<file path="src/rtl/alu_seq_ctrl.sv">
`default_nettype none
// ============================================================================
//  Module      : alu_seq_ctrl
//  Description : Valid/ready command sequencer wrapped around a combinational
//                ALU, with result channel and chaining accumulator.
//  Revision    : 1.0 - initial release
// ============================================================================
module alu_seq_ctrl #(
  parameter int DWIDTH   = 8,
  parameter int CNTWIDTH = 8
) (
  input  logic                clk_i,
  input  logic                rst_ni,
  input  logic                flush_i,
  input  logic                cmd_valid_i,
  output logic                cmd_ready_o,
  input  logic [1:0]          cmd_sel_i,
  input  logic [DWIDTH-1:0]   cmd_op1_i,
  input  logic [DWIDTH-1:0]   cmd_op2_i,
  input  logic                cmd_acc_i,
  output logic [1:0]          alu_sel_o,
  output logic [DWIDTH-1:0]   alu_op1_o,
  output logic [DWIDTH-1:0]   alu_op2_o,
  input  logic [DWIDTH-1:0]   alu_res_i,
  input  logic                alu_zero_i,
  input  logic                alu_neg_i,
  output logic                res_valid_o,
  input  logic                res_ready_i,
  output logic [DWIDTH-1:0]   res_data_o,
  output logic                res_zero_o,
  output logic                res_neg_o,
  output logic [DWIDTH-1:0]   acc_o,
  output logic [CNTWIDTH-1:0] op_count_o
);

  localparam logic [1:0] c_IDLE = 2'd0;
  localparam logic [1:0] c_EXEC = 2'd1;
  localparam logic [1:0] c_HOLD = 2'd2;

  logic [1:0]          r_state;
  logic [1:0]          w_state_nxt;
  logic [1:0]          r_sel;
  logic [DWIDTH-1:0]   r_op1;
  logic [DWIDTH-1:0]   r_op2;
  logic [DWIDTH-1:0]   r_res;
  logic                r_zero;
  logic                r_neg;
  logic [DWIDTH-1:0]   r_acc;
  logic [CNTWIDTH-1:0] r_count;
  logic                w_accept;
  logic                w_capture;
  logic                w_deliver;

  // Flush overrides every transition, including handshakes in the same cycle.
  assign w_accept  = (r_state == c_IDLE) & cmd_valid_i & ~flush_i;
  assign w_capture = (r_state == c_EXEC) & ~flush_i;
  assign w_deliver = (r_state == c_HOLD) & res_ready_i & ~flush_i;

  always_comb begin
    w_state_nxt = r_state;
    if (flush_i) begin
      w_state_nxt = c_IDLE;
    end else begin
      case (r_state)
        c_IDLE:  if (cmd_valid_i) w_state_nxt = c_EXEC;
        c_EXEC:  w_state_nxt = c_HOLD;
        c_HOLD:  if (res_ready_i) w_state_nxt = c_IDLE;
        default: w_state_nxt = c_IDLE;
      endcase
    end
  end

  always_ff @(posedge clk_i or negedge rst_ni) begin
    if (!rst_ni) begin
      r_state <= c_IDLE;
    end else begin
      r_state <= w_state_nxt;
    end
  end

  // Operand registers only change on accept, so the ALU inputs never glitch.
  always_ff @(posedge clk_i or negedge rst_ni) begin
    if (!rst_ni) begin
      r_sel <= '0;
      r_op1 <= '0;
      r_op2 <= '0;
    end else if (w_accept) begin
      r_sel <= cmd_sel_i;
      r_op1 <= cmd_acc_i ? r_acc : cmd_op1_i;
      r_op2 <= cmd_op2_i;
    end
  end

  always_ff @(posedge clk_i or negedge rst_ni) begin
    if (!rst_ni) begin
      r_res  <= '0;
      r_zero <= 1'b0;
      r_neg  <= 1'b0;
      r_acc  <= '0;
    end else if (w_capture) begin
      r_res  <= alu_res_i;
      r_zero <= alu_zero_i;
      r_neg  <= alu_neg_i;
      r_acc  <= alu_res_i;
    end
  end

  always_ff @(posedge clk_i or negedge rst_ni) begin
    if (!rst_ni) begin
      r_count <= '0;
    end else if (w_deliver) begin
      r_count <= r_count + 1'b1;
    end
  end

  assign cmd_ready_o = (r_state == c_IDLE);
  assign res_valid_o = (r_state == c_HOLD);
  assign alu_sel_o   = r_sel;
  assign alu_op1_o   = r_op1;
  assign alu_op2_o   = r_op2;
  assign res_data_o  = r_res;
  assign res_zero_o  = r_zero;
  assign res_neg_o   = r_neg;
  assign acc_o       = r_acc;
  assign op_count_o  = r_count;

endmodule
`default_nettype wire
</file>
<file path="config.mk">
export PLATFORM = sky130hd
export DESIGN_NAME = alu_seq_ctrl
export DESIGN_NICKNAME = d
export VERILOG_FILES = /design/src/rtl/alu_seq_ctrl.sv
export SDC_FILE = /design/constraint.sdc
export NUM_CORES = 1
export LEC_CHECK = 0
export CORE_MARGIN = 2
export CORE_UTILIZATION = 43
export CTS_CLUSTER_DIAMETER = 30
export DETAILED_ROUTE_END_ITERATION = 8
export GPL_ROUTABILITY_DRIVEN = 1
export GPL_TIMING_DRIVEN = 0
export PLACE_DENSITY = 0.84
export RECOVER_POWER = 100
export SLEW_MARGIN = 20
export SYNTH_ARGS = -nofsm -noshare
export SYNTH_HDL_FRONTEND = slang
export SYNTH_SLANG_ARGS = --single-unit
</file>
<file path="constraint.sdc">
create_clock -name clk_i -period 2.5 [get_ports clk_i]
set_input_delay 0.25 -clock clk_i [delete_from_list [all_inputs] [get_ports clk_i]]
set_output_delay 0.25 -clock clk_i [all_outputs]
set_load 0.02 [all_outputs]
</file>
* After elaboration in Yosys (flattened, before gate mapping)
Index checks and enable logic that the tools add are counted.
** Operators by class
- Eq/ne operators :: 4
- Add/subtract/negate cells :: 1
- Bitwise operators :: 6
- Reduce and logical (&&, ||, !) cells :: 2
- Multiplexer cells :: 5
** Operators by type and width (count)
- adder 8 x 1 -> 8 bit, second input constant :: 1
- 2-to-1 mux 8 bit :: 1
- 2-to-1 mux 2 bit :: 3
- case mux 2 bit (3 select lines) :: 1
- AND 1 bit :: 5
- inequality test 3 x 2 -> 1 bit, second input constant :: 1
- inequality test 3 bit, second input constant :: 1
- == test 2 x 1 -> 1 bit, second input constant :: 1
- == test 2 bit, second input constant :: 1
- logical NOT 2 bit :: 1
- AND reduction 2 bit :: 1
- NOT 1 bit :: 1
** Word-level totals
- Register bits :: 38
- Input bits :: 34

* Depth between registers and ports, before layout
- Depth after elaboration :: 3
- Mapped depth :: 4
- Gate-level depth less buffers :: 4

* Worst setup path after synthesis
OpenSTA, ideal clock, no wires.
- Path kind :: reg-to-reg
- Start point :: register r_state[1]
- End point :: register r_op2[5] (netlist: alu_op2_o[5])
- Path slack :: 0.912 ns
- Period minus slack after synthesis :: 1.588 ns
- Cell stages (with the launch flop) :: 4
- Arrival time :: 1.463 ns
- Required time :: 2.375 ns
- Library setup time :: 0.125 ns
- Path buffers :: 1
- Path through :: dfrtp_1 nor4b_4 buf_6 mux2_4
** Between the ends
- Word-level cells in the longest chain between the ends :: 3
** RTL lines
- from (decl) :: RTL line 40 : logic [1:0] r_state;
- from (signal assigned) :: RTL line 75 : r_state <= c_IDLE;
- from (signal assigned) :: RTL line 77 : r_state <= w_state_nxt;
- logical NOT 2 bit :: RTL line 55 : assign w_accept = (r_state == c_IDLE) & cmd_valid_i & ~flush_i;
- AND 1 bit (2 in series) :: RTL line 55
- to (signal assigned) :: RTL line 90 : r_op2 <= cmd_op2_i;
- to (decl) :: RTL line 44 : logic [DWIDTH-1:0] r_op2;
Every way passes these cells.
A chain may end at the register's enable or synchronous reset.

* Worst setup path in the final report
- Start point :: register r_state[1]
- End point :: output res_valid_o
** Between the ends
- Word-level cells in the longest chain between the ends :: 1
** RTL lines
- == test 2 bit :: RTL line 117 : assign res_valid_o = (r_state == c_HOLD);
- to (decl) :: RTL line 27 : output logic res_valid_o,
Every way passes these cells.

==> results.py <==
metrics = {
    "critical_path": {
        "worst-r2r-setup-slack_ns": 0.70,
        "cp-start-kind": "register",
        "criticalPathCategory": "register to output port",
        "crit_path_cell_trace": "nor2b_1 > dlygate4sd3_1",
        "worst-r2r-cell-count": 4,
        "crit_slowest_cell": "dlygate4sd3_1",
        "path_buf_inv": 1,
        "cp_top_family": "buffers and inverters",
        "cpPeakStageDelay_ns": 0.70,
        "required_ns": 2.25,
        "critPathArrivalTime_ns": 1.66,
        "crit_cells": 2,
        "cp_max_fo": 7,
        "critPathCaptureType": "output port",
    },
    "timing": {
        "final-max-slew-violation-count": 0,
        "maxSlewHeadroom_pct": 27.6,
        "tightest_slew_ns": 1.09,
        "setup_viol_count_final": 0,
        "fin_tns_setup_ns": 0,
        "fin_crit_ns": 1.91,
        "rsz0062_at_grt": "false",
        "max_freq_mhz": 522,
        "min_period_over_period_pct": 76.6,
        "hold_viol": 0,
        "skew_ns": 0.00420,
    },
    "synth": {
        "yosysSeqAreaShare_pct": 57.5,
        "synth_top_family_by_area": "multiplexers",
        "synthXorXnorAreaFrac_pct": 3.71,
        "yosysTopAreaCell": "dfrtp_1",
        "syn_inst": 127,
        "synth_cell_type_count": 25,
        "synth_top_cell_area_share_pct": 57.5,
        "synth.avg_cell_area_sq_um": 13.0,
        "synthMuxAreaShare_pct": 19.2,
        "synth_compound_area_share_pct": 2.73,
        "synthesis.area_sq_um": 1650,
        "ys_ff_latch": 38,
        "ys_top_cells_by_area": "dfrtp_1 58%, mux2_2 12%, mux2i_1 4.8%",
        "syn_nets": 162,
        "yosys.area_share.adder_pct": 0.757,
        "synth-simple-area-share_pct": 10.1,
        "yosys_warnings": 0,
    },
    "place": {
        "dp_hpwl_um": 2930,
        "io_buffers": 78,
        "dp.cells": 254,
        "place.gp.congestion": 0.716,
        "placed_cell_area_sq_um": 2520,
    },
    "floorplanning": {
        "die_area_sq_um": 4360,
        "die-height_um": 66,
        "start_util_pct": 44.8,
        "ios": 80,
        "rows": 22,
        "coreArea_sq_um": 3690,
        "fp.dieW_um": 66,
    },
    "pwr": {
        "ir_worst_vdd_mv": 0.482,
        "p_per_area_nw_per_um2": 783,
        "p_total_uw": 2030,
        "leakagePower_uw": 0.00115,
    },
    "cts": {
        "cts_resized": 0,
        "cts_sinks": 38,
        "htreeDepth": 2,
        "numCtsBuffers": 5,
        "clk_latency_ns": 0.28,
        "root_buffer": "clkbuf_8",
        "cts_buffer_depth": 2,
        "path_clk_slew_ns": 0.06,
        "cts_tree": "yes",
    },
    "layout": {
        "antenna_cells": 0,
        "multi_input_area_sq_um": 592,
        "stdcell_area_sq_um": 2590,
        "syn2layout_area_growth_pct": 56.5,
        "fin_nets": 249,
        "drive_gt1_share_pct": 16.0,
        "finalNonFillerCells": 261,
        "nFillCells": 284,
        "seq_area_sq_um": 951,
    },
    "drt": {
        "detail_route.first_pass.iterations": 4,
        "wl_per_cell_um": 14.3,
        "drt-vias-per-instance": 4.83,
        "drt_iter0_markers": 43,
        "drt-total-wl_um": 3740,
        "drc": 0,
        "vias": 1261,
        "antenna_left": 0,
    },
    "global_route": {
        "grt_util_all_layers_pct": 19.0,
        "grt_max_degree": 22,
        "antenna_found_initial": 0,
        "grt_pass1_wl_um": 6000,
        "overflow": 0,
        "grt_pass1_vias": 1272,
    },
    "outcome": {
        "status": "finished, final reports clean",
    },
    "min_path": {
        "whs_path_depth": 1,
        "hp-class": "register to register",
    },
    "job": {
        "maxCapViolCount": 0,
    },
}
[worst register-to-register path: stages (launching register included)]
cell and delay [ns]:
dfrtp_1 0.46, nor4b_4 0.62, clkbuf_1 0.45, nor2_1 0.08, a21oi_1 0.13
[flip-flops by register name, summed over array words and instances, names as in the netlist]
| name | cells |
|---|---|
| alu_sel_o | 2 |
| res_zero_o | 1 |
| r_state | 2 |
| alu_op2_o | 8 |
| op_count_o | 8 |
| alu_op1_o | 8 |
| res_data_o | 8 |
| res_neg_o | 1 |
[per-stage QoR]
step                utilization (%)  setup WS (ns)  hold slack (ns)
floorplan                         -          0.912          -0.0456
detailed placement             68.2          0.439            0.218
CTS                            70.7          0.643            0.440
finish                         70.1          0.585            0.460
global route                   70.1          0.490            0.488
global placement               67.6          0.371            0.458
[final timing paths]
path | from | endpoint
worst max-delay path | r_state[1]$_DFFE_PN0P_ | res_valid_o
worst min-delay path | op_count_o[7]$_DFFE_PN0P_ | op_count_o[7]$_DFFE_PN0P_
worst max register to register | r_state[1]$_DFFE_PN0P_ | alu_op1_o[6]$_DFFE_PN0P_
worst min register to register | op_count_o[7]$_DFFE_PN0P_ | op_count_o[7]$_DFFE_PN0P_
max in group asynchronous | rst_ni | op_count_o[7]$_DFFE_PN0P_
min in group asynchronous | rst_ni | alu_op2_o[4]$_DFFE_PN0P_
[cell usage after synthesis (all sizes together)]
cell,instances
mux2,20
mux2i,8
nor4b,1
nor3,3
ha,1
nand2,6
nor3b,1
nand3,2
dfrtp,38
and2b,1
xor2,4
buf,12
nor4bb,1
nor2b,1
nand4bb,1
a21oi,9
nor2,11
xnor2,3
nand4,2
inv,1
clkbuf,1
[final cells by class]
| class | instances | share of cell area [%] |
|---|---|---|
| Sequential cell | 38 | 36.8 |
| Timing Repair Buffer | 80 | 31.4 |
| Multi-Input combinational cell | 75 | 22.9 |
| Buffer | 13 | 3.34 |
| Clock buffer | 6 | 3.19 |
| Tap cell | 48 | 2.32 |
| Inverter | 1 | 0.145 |
[cells by family (layout without fill, tap and decap cells)]
group / count (synthesis) / count (layout)
buffers and inverters: 14 / 100
DFF: 38 / 38
muxes: 28 / 28
xor gates and xnor gates: 7 / 7
AOI/OAI and AO/OA: 9 / 9
and+or+nand+nor: 30 / 30
adders and majority gates: 1 / 1
[timing repair]
item	in CTS	in global routing
hold endpoints to repair	17	0
setup buffers	0	0
hold buffers	1	0
[where the power goes]
part           internal [uW]  switching [uW]  total [uW]
clock network            212             189         402
logic                    404             376         780
registers                742             100         843
[placed cells by master, fill, tap and decap left out, drive strengths merged, types with 2 or more instances in the layout]
cell type and instances:
nor3 3, clkbuf 10, buf 11, mux2 20, mux2i 8, xor2 4, xnor2 3, nor2 11
nand4 2, nand2 6, a21oi 9, dfrtp 38, clkdlybuf4s50 30, dlygate4sd3 48, nand3 2
[per-layer routing]
| layer | up-vias | wire, um | GRT usage [%] |
|---|---|---|---|
| li1 | 604 | - | - |
| met1 | 602 | 1390 | 20.7 |
| met2 | 50 | 1970 | 33.3 |
| met3 | 5 | 346 | 9.20 |
| met4 | 0 | 40 | 4.59 |
| met5 | - | 0 | 0 |
Note: power is estimated with default switching activity, not from simulation.
